$ cat src/rtl/terminate_unit_if.sv
// Issue-side and result-side handshake bundle for terminate_unit.
interface terminate_unit_if #(
  parameter int ADDR_W = 16,
  parameter int FLAG_W = 8
);
  logic              flush;
  logic [3:0]        opcode;
  logic [ADDR_W-1:0] reg_base_val;
  logic [FLAG_W-1:0] flag_vals;
  logic [7:0]        offset;
  logic [3:0]        immediate;
  logic              instr_valid;
  logic              instr_ready;
  logic [ADDR_W-1:0] result_addr;
  logic              result_valid;
  logic              result_ready;
  logic              term_failed;
  logic [7:0]        fail_count;

  // Issue logic / consumer side.
  modport master (
    output flush, opcode, reg_base_val, flag_vals, offset, immediate,
           instr_valid, result_ready,
    input  instr_ready, result_addr, result_valid, term_failed, fail_count
  );

  // Resolution unit side.
  modport slave (
    input  flush, opcode, reg_base_val, flag_vals, offset, immediate,
           instr_valid, result_ready,
    output instr_ready, result_addr, result_valid, term_failed, fail_count
  );
endinterface

$ cat src/rtl/terminate_unit.sv
// Buffered branch/terminate resolution unit: a small FIFO of micro-ops whose
// head is evaluated each cycle; taken entries emit a target address on a
// registered valid/ready port, not-taken entries pulse term_failed.
module terminate_unit #(
  parameter int ADDR_W = 16,
  parameter int FLAG_W = 8,
  parameter int DEPTH  = 4
) (
  input  logic             clk,
  input  logic             rst,
  terminate_unit_if.slave  bus
);

  localparam int PTR_W = $clog2(DEPTH);
  localparam int IDX_W = $clog2(FLAG_W);

  typedef struct packed {
    logic [1:0]        mode;
    logic [ADDR_W-1:0] base;
    logic [FLAG_W-1:0] flags;
    logic [7:0]        offset;
    logic [3:0]        imm;
  } entry_t;

  entry_t            mem [DEPTH];
  entry_t            wr_entry;
  entry_t            head;
  logic [PTR_W-1:0]  wr_ptr;
  logic [PTR_W-1:0]  rd_ptr;
  logic [PTR_W:0]    count;

  logic              push;
  logic              resolve;
  logic [ADDR_W-1:0] addend;
  logic              head_taken;
  logic [ADDR_W-1:0] head_target;

  logic              result_valid_r;
  logic [ADDR_W-1:0] result_addr_r;
  logic              term_failed_r;
  logic [7:0]        fail_count_r;

  // Upper opcode bits carry no meaning for this unit.
  logic              unused_opcode;
  assign unused_opcode = ^bus.opcode[3:2];

  // Ready never looks at a same-cycle pop, so a full FIFO always refuses.
  assign bus.instr_ready = (count < (PTR_W+1)'(DEPTH)) & ~bus.flush;
  assign push            = bus.instr_valid & bus.instr_ready;
  assign resolve         = (count != '0) & (~result_valid_r | bus.result_ready) & ~bus.flush;

  assign bus.result_valid = result_valid_r;
  assign bus.result_addr  = result_addr_r;
  assign bus.term_failed  = term_failed_r;
  assign bus.fail_count   = fail_count_r;

  // Pack the incoming micro-op into a FIFO entry.
  always_comb begin
    wr_entry.mode   = bus.opcode[1:0];
    wr_entry.base   = bus.reg_base_val;
    wr_entry.flags  = bus.flag_vals;
    wr_entry.offset = bus.offset;
    wr_entry.imm    = bus.immediate;
  end

  // Evaluate the head entry: addend select, flag condition and target.
  always_comb begin
    head = mem[rd_ptr];
    unique case (head.mode)
      2'b00:   addend = {{(ADDR_W-8){1'b0}}, head.offset};
      2'b01:   addend = {{(ADDR_W-4){1'b0}}, head.imm};
      default: addend = {{(ADDR_W-8){head.offset[7]}}, head.offset};
    endcase
    // Odd modes are unconditional; even modes test one flag against the
    // inverted polarity bit.
    head_taken  = head.mode[0] | (head.flags[head.imm[IDX_W-1:0]] == ~head.imm[3]);
    head_target = head.base + addend;
  end

  // FIFO storage write port.
  // NOTE: the storage array has no reset; only pointers and count need one,
  // since an entry is never read before it has been written.
  always_ff @(posedge clk) begin
    if (push) mem[wr_ptr] <= wr_entry;
  end

  // FIFO pointers and occupancy; flush empties the buffer.
  always_ff @(posedge clk or posedge rst) begin
    if (rst) begin
      wr_ptr <= '0;
      rd_ptr <= '0;
      count  <= '0;
    end else if (bus.flush) begin
      wr_ptr <= '0;
      rd_ptr <= '0;
      count  <= '0;
    end else begin
      if (push)    wr_ptr <= wr_ptr + 1'b1;
      if (resolve) rd_ptr <= rd_ptr + 1'b1;
      unique case ({push, resolve})
        2'b10:   count <= count + 1'b1;
        2'b01:   count <= count - 1'b1;
        default: count <= count;
      endcase
    end
  end

  // Output slot, failure pulse and saturating failure counter.
  always_ff @(posedge clk or posedge rst) begin
    if (rst) begin
      result_valid_r <= 1'b0;
      result_addr_r  <= '0;
      term_failed_r  <= 1'b0;
      fail_count_r   <= '0;
    end else if (bus.flush) begin
      // A result offered in the flush cycle is discarded, never delivered.
      result_valid_r <= 1'b0;
      term_failed_r  <= 1'b0;
    end else if (resolve) begin
      if (head_taken) begin
        result_valid_r <= 1'b1;
        result_addr_r  <= head_target;
        term_failed_r  <= 1'b0;
      end else begin
        result_valid_r <= 1'b0;
        term_failed_r  <= 1'b1;
        if (fail_count_r != 8'hFF) fail_count_r <= fail_count_r + 1'b1;
      end
    end else begin
      term_failed_r <= 1'b0;
      if (bus.result_ready) result_valid_r <= 1'b0;
    end
  end

endmodule

$ cat src/flat_wrapper.sv
// flat-port wrapper written by rule: the top's interface ports become plain ports
module terminate_unit_flat 
#(
  parameter int ADDR_W = 16,
  parameter int FLAG_W = 8,
  parameter int DEPTH  = 4
)
  (clk, rst, bus_flush, bus_opcode, bus_reg_base_val, bus_flag_vals, bus_offset, bus_immediate, bus_instr_valid, bus_result_ready, bus_instr_ready, bus_result_addr, bus_result_valid, bus_term_failed, bus_fail_count);
  terminate_unit_if #(.ADDR_W(ADDR_W), .FLAG_W(FLAG_W)) bus_i ();
  input  logic clk;
  input  logic rst;
  input wire logic [$bits(bus_i.flush)-1:0] bus_flush;
  input wire logic [$bits(bus_i.opcode)-1:0] bus_opcode;
  input wire logic [$bits(bus_i.reg_base_val)-1:0] bus_reg_base_val;
  input wire logic [$bits(bus_i.flag_vals)-1:0] bus_flag_vals;
  input wire logic [$bits(bus_i.offset)-1:0] bus_offset;
  input wire logic [$bits(bus_i.immediate)-1:0] bus_immediate;
  input wire logic [$bits(bus_i.instr_valid)-1:0] bus_instr_valid;
  input wire logic [$bits(bus_i.result_ready)-1:0] bus_result_ready;
  output wire logic [$bits(bus_i.instr_ready)-1:0] bus_instr_ready;
  output wire logic [$bits(bus_i.result_addr)-1:0] bus_result_addr;
  output wire logic [$bits(bus_i.result_valid)-1:0] bus_result_valid;
  output wire logic [$bits(bus_i.term_failed)-1:0] bus_term_failed;
  output wire logic [$bits(bus_i.fail_count)-1:0] bus_fail_count;
  assign bus_i.flush = bus_flush;
  assign bus_i.opcode = bus_opcode;
  assign bus_i.reg_base_val = bus_reg_base_val;
  assign bus_i.flag_vals = bus_flag_vals;
  assign bus_i.offset = bus_offset;
  assign bus_i.immediate = bus_immediate;
  assign bus_i.instr_valid = bus_instr_valid;
  assign bus_i.result_ready = bus_result_ready;
  assign bus_instr_ready = bus_i.instr_ready;
  assign bus_result_addr = bus_i.result_addr;
  assign bus_result_valid = bus_i.result_valid;
  assign bus_term_failed = bus_i.term_failed;
  assign bus_fail_count = bus_i.fail_count;
  terminate_unit #(.ADDR_W(ADDR_W), .FLAG_W(FLAG_W), .DEPTH(DEPTH)) u_core (.clk(clk), .rst(rst), .bus(bus_i));
endmodule
$ cat config.mk
export PLATFORM = sky130hd
export DESIGN_NAME = terminate_unit_flat
export DESIGN_NICKNAME = d
export VERILOG_FILES = /design/src/rtl/terminate_unit_if.sv /design/src/rtl/terminate_unit.sv /design/src/flat_wrapper.sv
export SDC_FILE = /design/constraint.sdc
export NUM_CORES = 1
export LEC_CHECK = 0
export CAP_MARGIN = 20
export CORE_ASPECT_RATIO = 1.4
export CORE_UTILIZATION = 28
export CTS_BUF_LIST = sky130_fd_sc_hd__clkbuf_2 sky130_fd_sc_hd__clkbuf_4 sky130_fd_sc_hd__clkbuf_8
export CTS_CLUSTER_DIAMETER = 120
export DETAILED_ROUTE_END_ITERATION = 10
export GPL_TIMING_DRIVEN = 0
export PLACE_DENSITY_LB_ADDON = 0.3
export SETUP_SLACK_MARGIN = 0.1
export SLEW_MARGIN = 20
export SYNTH_ARGS = -nofsm -noshare
export SYNTH_HDL_FRONTEND = slang
export SYNTH_SLANG_ARGS = --single-unit
$ cat constraint.sdc
create_clock -name clk -period 4.5 [get_ports clk]
set_clock_uncertainty 0.05 [all_clocks]
set_input_delay 0.675 -clock clk [delete_from_list [all_inputs] [get_ports clk]]
set_output_delay 0.675 -clock clk [all_outputs]
set_load 0.1 [all_outputs]
# After elaboration in Yosys (flattened, before gate mapping)
# Memory sizes are Yosys's and may differ from the RTL's.
# Cells that the tools add are included.
[word_totals]
n_memories = 1
in_bits = 45
word_cells = 57
ff_bits = 33
ram_bits = 152
output_inout_bits = 27
[mem_list]
columns = ["memory", "depth", "width", "read_ports", "rd_clocked_by_memory_dff", "wr", "line", "source"]
rows = [
  ["u_core.mem", 4, 38, 1, 0, 1, "terminate_unit.sv:25", "entry_t mem [DEPTH];"],
]
[classes]
add_sub_neg = 6
n_lt_le_gt_ge = 2
reduce_logical = 8
n_eq_ne = 5
muxes = 18
bitwise = 10
[ops]
columns = ["operator", "count"]
rows = [
  ["16-bit one-hot mux with 2 select lines", 1],
  ["16-bit adder", 1],
  ["1-bit 2-to-1 mux", 10],
  ["3-bit nonzero test", 3],
  ["8-bit by 1-bit adder with 8-bit output (second input constant)", 1],
  ["2-bit 2-to-1 mux", 4],
  ["8-bit inequality test (second input constant)", 1],
  ["3-bit one-hot mux with 2 select lines", 1],
  ["2-bit by 1-bit adder with 2-bit output (second input constant)", 2],
  ["1-bit bitwise AND", 4],
  ["2-bit by 1-bit == test with 1-bit output (second input constant)", 2],
  ["3-bit by 4-bit < comparator with 1-bit output (second input constant)", 1],
  ["1-bit NOT", 4],
  ["4-bit AND reduction", 1],
  ["2-bit nonzero test", 2],
  ["3-bit by 1-bit adder with 3-bit output (second input constant)", 1],
  ["1-bit binary-select mux with 3-bit select", 1],
  ["3-bit < comparator (second input constant)", 1],
  ["3-bit 2-to-1 mux", 1],
  ["3-bit AND reduction", 1],
  ["3-bit by 1-bit subtractor with 3-bit output (second input constant)", 1],
  ["2-bit == test (second input constant)", 1],
  ["2-bit logical NOT", 1],
  ["1-bit OR", 2],
  ["1-bit == test", 1],
]

# Depth between registers and ports, before layout
# An unclocked memory read counts as a cell.
[depth]
ltp_word = 8
mapped_depth = 16
depth_no_buf = 12

# Least setup slack after synthesis
# Ideal clock, no wire load.
[synth_timing]
path_type = "register -> register"
startpoint = "reg u_core.rd_ptr[1]"
endpoint = "reg u_core.result_addr_r[10], in the netlist u_core.bus.result_addr[10]"
n_path_buf = 4
period_less_slack_ns = 3.815
stages_incl_launch_ff = 14
path_slack_ns = 0.685
arrival_time_ns = 3.640
required_ns = 4.324
setup_ns = 0.126
cell_sequence = "dfrtp_1 > buf_2 > buf_2 > buf_1 > clkbuf_1 > mux4_2 > ha_1 > fa_1 > a211oi_1 > o211ai_1 > a31o_2 > a21oi_1 > xnor2_1 > mux2_2"
[synth_via]
elab_chain_len = 6
elab_cells_between_ends = 11
classes_between = "add/sub (1); eq/ne (2); mux (3); bitwise (2); reduce/logical (2); memory (1)"
[synth_rtl]
columns = ["element", "line", "source"]
rows = [
  ["start: declaration", "terminate_unit.sv:29", "logic [PTR_W-1:0] rd_ptr;"],
  ["start signal: assignment", "terminate_unit.sv:99", "if (resolve) rd_ptr <= rd_ptr + 1'b1;"],
  ["memory read 4 x 38 bit (*)", "--", ""],
  ["branches (longest 5 deep; another with 16-bit adder)", "--", ""],
  ["end signal: assignment", "terminate_unit.sv:122", "result_addr_r <= head_target;"],
  ["end: declaration", "terminate_unit.sv:39", "logic [ADDR_W-1:0] result_addr_r;"],
]
# Mark *: on every way between the ends. The select of a mux whose other input is x is not followed.
# A chain may end at the register's enable or synchronous reset.

# Worst setup path after layout
[layout_timing]
startpoint = "reg u_core.rd_ptr[0]"
endpoint = "reg u_core.result_addr_r[14], in the netlist u_core.bus.result_addr[14]"
# The elaborated chain is that of the path after synthesis.

==> Implementation_results.wiki <==
{| class="wikitable"
! Metric !! Value
|-
| Part of the Yosys area used for sequential elements || 0.6773
|-
| CP startpoint kind || flop
|-
| CP endpoint kind || flop
|-
| Number of setup violations in the final report || 0
|-
| Die boundary width || 144.5 um
|-
| Type of the tightest min-delay check || reg -> reg
|-
| CTS buffer count || 17
|-
| Largest family of logic cells by synthesized area || multiplexers
|-
| Maximum fanout along the worst path || 10
|-
| Worst slew margin || 0.3400
|-
| Clock latency on the worst-skew pair || 460 ps
|-
| Maximum ir drop on the vdd rail || 0.1834 mV
|-
| Number of hold-slack violations in the final timing report || 0
|-
| Net count after synthesis || 508
|-
| Fill cell instance count of the final layout || 2687
|-
| Clock transition at the registers of the reported paths || about 100 ps
|-
| Root Buffer Master || sky130_fd_sc_hd__clkbuf_8
|-
| TritonCTS clock tree || done
|-
| Maximum number of pins on one net before global-route repair || 34
|-
| Library cell with the highest instance count after synthesis || sky130_fd_sc_hd__edfxtp_1
|-
| Worst flop-to-flop path startpoint || u_core.rd_ptr[0]
|-
| Post-DR wirelength/cell || between 15 and 20 um
|-
| Cell total after placement || around 880
|-
| GRT Resource Usage Total || 0.1167
|-
| Buffers and inverters on the worst path || 4
|-
| Remaining number of nets flagged by the antenna check after routing || 0
|-
| Cell area after technology mapping || ~8000 sq um
|-
| Leading cell types by count after synthesis || 152 x sky130_fd_sc_hd__edfxtp_1, 33 x sky130_fd_sc_hd__dfrtp_1, 29 x sky130_fd_sc_hd__mux4_2
|-
| Area fraction in compound gates after synthesis || 0.03537
|-
| Static power due to leakage || 3.276 nW
|-
| Final total negative setup slack || 0 ps
|-
| Floorplan die area || 29110 sq um
|-
| Final global-route overflow total || 0
|-
| Number of post-CTS setup repair buffers || 0
|-
| Initial Util || 0.2868
|-
| Initial DRC Count || 240
|-
| Average via count per standard cell || approximately 4.5
|-
| IO buf count || 69
|-
| Avg Synthesized Cell Area || between 15 and 20 sq um
|-
| Clock sink count || 185
|-
| FMAX || roughly 240 MHz
|-
| Count of warnings emitted by yosys || 0
|-
| Routed Wire Length || ~16000 um
|-
| Global placer's final weighted congestion || ~0.72
|-
| Filler-free cell count of the finished design || about 900
|-
| Multiplexer share of the synthesized area || 0.1594
|-
| Vias post-DR || between 4000 and 5000
|-
| Pins Over Slew Limit || 0
|-
| Hold-fix buffers at CTS || 0
|-
| Simple-gate share of the synthesized area || 0.05188
|-
| I/O pin cnt || 72
|-
| TritonRoute pass-1 iters || 4
|-
| Post-route total power || roughly 0.0061 W
|-
| Count of different cell masters after synthesis || between 40 and 50
|-
| Die span in y || 201.5 um
|-
| Design area || around 9600 sq um
|-
| Primary FF master, synth || sky130_fd_sc_hd__edfxtp_1
|-
| Max Root-Sink Buffers || 2
|-
| Required arrival time at the worst endpoint || 4810 ps
|-
| Core area || between 20000 and 30000 sq um
|-
| Crit Path Class || reg -> reg
|-
| Cell mode on critical path || sky130_fd_sc_hd__buf_6
|-
| Synthesized instance count || 441
|-
| Layout cell share with drive strength beyond 1 || 0.1978
|-
| Status || completed
|-
| H-tree lvl count || 4
|-
| Worst-Margin Slew || 986.9 ps
|-
| First-pass GRT wire length || 24950 um
|-
| Number of nets at the end of the flow || 600
|-
| Post-placement cell area || 9198 sq um
|-
| Critical path data arrival time || 4500 ps
|-
| RSZ-0062 raised after global routing || true
|-
| Category of cells accounting for the largest share of critical-path delay || multiplexers
|-
| Final critical-path share of the clock period || 0.9307
|-
| Cell with the biggest individual delay on the critical path || sky130_fd_sc_hd__mux4_2
|-
| Vias in the first global route || ~4500
|-
| Half-perimeter wire length after detailed placement || approximately 11000 um
|-
| Startpoint of the worst setup timing path || u_core.rd_ptr[0]
|-
| Sequence of cells on the critical path || buf_6 > buf_12 > buf_6 > mux4_2 > nand2b_1 > clkbuf_2 > mux2_2 > ha_1 > fa_1 > a211oi_2 > o211ai_1 > nand4_1 > a31oi_1 > nand3b_1 > o311ai_0 > mux2_4
|-
| Initial antenna violation count || 1
|-
| Cell type contributing the most total cell area after synthesis || sky130_fd_sc_hd__edfxtp_1
|-
| Power density over the cells || roughly 640 nW/um^2
|-
| Yosys reg bits || 185
|-
| Share of synthesized cell area in full adder, half adder and majority cells || 0.03647
|-
| Area growth syn-to-layout || 20.50%
|-
| Max-Cap Viols || 0
|-
| Post-detailed-route DRC marker count || 0
|-
| Async set-or-reset flop fraction in the synthesized netlist || 0.1784
|-
| Post-synth EDFFs || 152
|-
| Start point of the worst hold path || u_core.bus.result_addr[10]
|-
| Row count || 72
|-
| Synth top area share || 0.5735
|-
| Delay contributed by the slowest stage of the critical path || about 530 ps
|-
| Leading post-synthesis cells by cell area || sky130_fd_sc_hd__edfxtp_1 57%, sky130_fd_sc_hd__dfrtp_1 10%, sky130_fd_sc_hd__mux4_2 8.2%
|-
| Min Clock Period, post-route || 4188 ps
|-
| Xor/xnor cell area share of the yosys netlist || 0.02201
|}
[cells by family (layout without fill, tap and decap cells)]
logic type	Yosys count	count (layout)
flops	185	185
simple gates	78	78
mux	69	69
compound gates	46	46
fa+ha+maj	22	22
buf+inv	21	126
xor+xnor	20	20
other cells	0	1
[layout make-up]
| type | instances | area (sq um) | share of cell area |
|---|---|---|---|
| Clock inverter | 14 | 122.6 | 0.01279 |
| Antenna cell | 1 | 2.502 | 0.0002609 |
| Tap cell | 370 | 462.9 | 0.04827 |
| Multi-Input combinational cell | 235 | 2444 | 0.2548 |
| Inverter | 6 | 22.52 | 0.002348 |
| Sequential cell | 185 | 5390 | 0.5620 |
| Timing Repair Buffer | 73 | 770.7 | 0.08037 |
| Buffer | 15 | 133.9 | 0.01396 |
| Clock buffer | 18 | 241.5 | 0.02518 |
[cell usage in the layout, fill, tap and decap left out, types with 8 or more instances in the layout]
master / count
sky130_fd_sc_hd__edfxtp_1: 152
sky130_fd_sc_hd__clkdlybuf4s50_1: 69
sky130_fd_sc_hd__dfrtp_1: 33
sky130_fd_sc_hd__mux4_2: 29
sky130_fd_sc_hd__nor2_1: 21
sky130_fd_sc_hd__ha_1: 20
sky130_fd_sc_hd__clkbuf_8: 17
sky130_fd_sc_hd__a21oi_1: 16
sky130_fd_sc_hd__xnor2_1: 15
sky130_fd_sc_hd__mux2_2: 12
sky130_fd_sc_hd__mux2_4: 10
sky130_fd_sc_hd__o21ai_0: 9
sky130_fd_sc_hd__mux4_1: 9
sky130_fd_sc_hd__nand2_1: 8
sky130_fd_sc_hd__mux2i_1: 8
sky130_fd_sc_hd__and2_1: 8
[final timing paths]
path | end | slack, ps | cells past startpoint
hold / removal | u_core.bus.result_addr[10] | 470 | 1
setup / recovery | u_core.bus.result_addr[14] | 310 | 16
setup reg to reg | u_core.bus.result_addr[14] | 310 | 16
hold reg to reg | u_core.bus.result_addr[10] | 470 | 1
max in group asynchronous | u_core.bus.result_addr[4] | 3320 | 2
min in group asynchronous | u_core.bus.fail_count[4] | 600 | 2
[per-layer routing]
metal / up-vias / GRT usage / wire, um
li1: 1935 / - / -
met1: 2093 / 0.1302 / 6338
met2: 83 / 0.2081 / 8444
met3: 16 / 0.02737 / 708
met4: 0 / 0.05038 / 229
met5: - / 0 / 0
[flip-flops by register name, summed over array words and instances, names as in the netlist]
register,cells
u_core.bus.result_valid,1
u_core.bus.fail_count,8
u_core.wr_ptr,2
u_core.bus.result_addr,16
u_core.rd_ptr,2
u_core.mem,152
u_core.bus.term_failed,1
u_core.count,3
[report_power, final]
part           total, W  switching [W]  internal, W
clock network   0.00104       0.000592     0.000447
logic           0.00290        0.00176      0.00114
registers       0.00217       0.000105      0.00206
[worst register-to-register path: stages, from the launching register on]
cell and delay (ps):
sky130_fd_sc_hd__dfrtp_1 360, sky130_fd_sc_hd__buf_6 130, sky130_fd_sc_hd__buf_12 140, sky130_fd_sc_hd__buf_6 190
sky130_fd_sc_hd__mux4_2 530, sky130_fd_sc_hd__nand2b_1 150, sky130_fd_sc_hd__clkbuf_2 190, sky130_fd_sc_hd__mux2_2 320
sky130_fd_sc_hd__ha_1 260, sky130_fd_sc_hd__fa_1 450, sky130_fd_sc_hd__a211oi_2 290, sky130_fd_sc_hd__o211ai_1 190
sky130_fd_sc_hd__nand4_1 170, sky130_fd_sc_hd__a31oi_1 150, sky130_fd_sc_hd__nand3b_1 110, sky130_fd_sc_hd__o311ai_0 120
sky130_fd_sc_hd__mux2_4 280
[metrics by stage]
stage	worst slack, ps	utilization	hold slack, ps
after floorplan	684.6	-	497.5
after global placement	-388.4	0.3284	432.6
after detailed placement	-425.8	0.3315	446.6
after CTS	29.98	0.3452	471.1
after global routing	88.88	0.3456	483.1
final	311.9	0.3456	467.8
[timing repair]
item                                    4_1_cts  5_1_grt
resized for setup                             6       10
cloned                                        0        0
endpoints found under the setup margin        8        4
(Power assumes the default switching activity.)
==> patch (config.mk and constraints unchanged) <==
`DEPTH` is set to 4 in 2 places; all go to 8.
--- a/src/rtl/terminate_unit.sv
+++ b/src/rtl/terminate_unit.sv
@@ -6,3 +6,3 @@
   parameter int FLAG_W = 8,
-  parameter int DEPTH  = 4
+  parameter int DEPTH  = 8
 ) (
--- a/src/flat_wrapper.sv
+++ b/src/flat_wrapper.sv
@@ -5,3 +5,3 @@
   parameter int FLAG_W = 8,
-  parameter int DEPTH  = 4
+  parameter int DEPTH  = 8
 )
Function: changed (a bounded check fails within 10 cycles, from zero or initial values and one cycle with rst high).
==> patch against the unedited design <==
Clock power increased to 2.6 times the old value; final area increased by 82%; sequential cell count increased by 155; routed wire length increased by 110%; setup slack got worse by 20 ps; critical path depth increased by 2; area after synthesis increased by 77%; power increased by 85%; critical endpoint is now u_core.bus.result_addr[15]; combinational power increased by 66%; cell count increased by 74%.
==> patch: results (changes against the unedited design) <==
* Critical path's top delay family: compound AO/OA/AOI/OAI gates (was multiplexers)
* Multi-input gate share of total cell area at 23.0% (was 25.5%)
* Fmax at 238 MHz (was 239 MHz)
* Library cells used by synthesis at 57 (was 45)
* Layout cells sized above 1 at 30.5% (was 19.8%)
* # Post-CTS Setup Buffers at 6 (was 0)
* Mux contribution to synthesized area at 16.3% (was 15.9%)
* Via count at 7,374 (was 4,127)
* Setup crit end: u_core.bus.result_addr[15] (was u_core.bus.result_addr[14])
* Multi-input comb cells at 371 (was 235)
* Buffers, non-clock at 130 (was 88)
* Post-cts resize count at 40 (was 6)
* Clk cell area share at 6.29% (was 3.80%)
* Non-clk buf share at 8.50% (was 9.43%)
* Grt met2 use at 22.1% (was 20.8%)
* Final net count at 978 (was 600)
* #FFs+latches synth at 340 (was 185)
* WL met1 at 13,500 um (was 6340 um)
* DP Cell Count at 1,479 (was 884)
* Synth cell count leaders: 304 x edfxtp_1, 68 x mux4_2, 46 x nor2_1, 36 x dfrtp_1, 31 x mux2i_1 (was 152 x edfxtp_1, 33 x dfrtp_1, 29 x mux4_2, 21 x nor2_1, 20 x ha_1)
* Xor/xnor share of the synthesized area at 1.37% (was 2.20%)
* Met1 usage at 16.1% (was 13.0%)
* Sequential share of cell area at 57.3% (was 56.2%)
* Post-Synth Adder-Cell Area at 2.06% (was 3.65%)
* Max reg flops at 304 (was 152)
* Place WS at -1130 ps (was -426 ps)
* CLK BUF at 75 (was 18)
* Routed met3 length at 1560 um (was 708 um)
* Worst Path Arrival at 4680 ps (was 4500 ps)
* Fill count at 4,573 (was 2,687)
* CTS clk-pin slew, worst paths at 70 ps (was 100 ps)
* CP max-delay cell: or4_1 (was mux4_2)
* Status: finished clean (unchanged)
[patch: changes by cell type in the layout (fill, tap and decap cells not counted), sizes merged, moves of 5 or more]
cell and delta:
edfxtp +152, clkbuf +58, buf +41, mux4 +30
mux2i +26, nor2 +25, nand3 +14, clkinv +11
mux2 +10, nand2 +9, and2 -7, inv +7
xor2 +7, xnor2 -5
[patch: per-stage QoR]
step	hold slack, ps	TNS, ps	area [um2]
3_3_place_gp	434	-398860	15600
3_5_place_dp	445	-7990	16100
4_1_cts	312	0	17300
6_report	346	0	17500
2_1_floorplan	460	0	14100
5_1_grt	334	0	17500
[patch: power by group]
| part | switching (W) | internal (W) | total (W) |
|---|---|---|---|
| clock network | 0.00123 | 0.00143 | 0.00266 |
| registers | 0.000120 | 0.00368 | 0.00380 |
| logic | 0.00284 | 0.00199 | 0.00482 |
| total | 0.00419 | 0.00710 | 0.0113 |
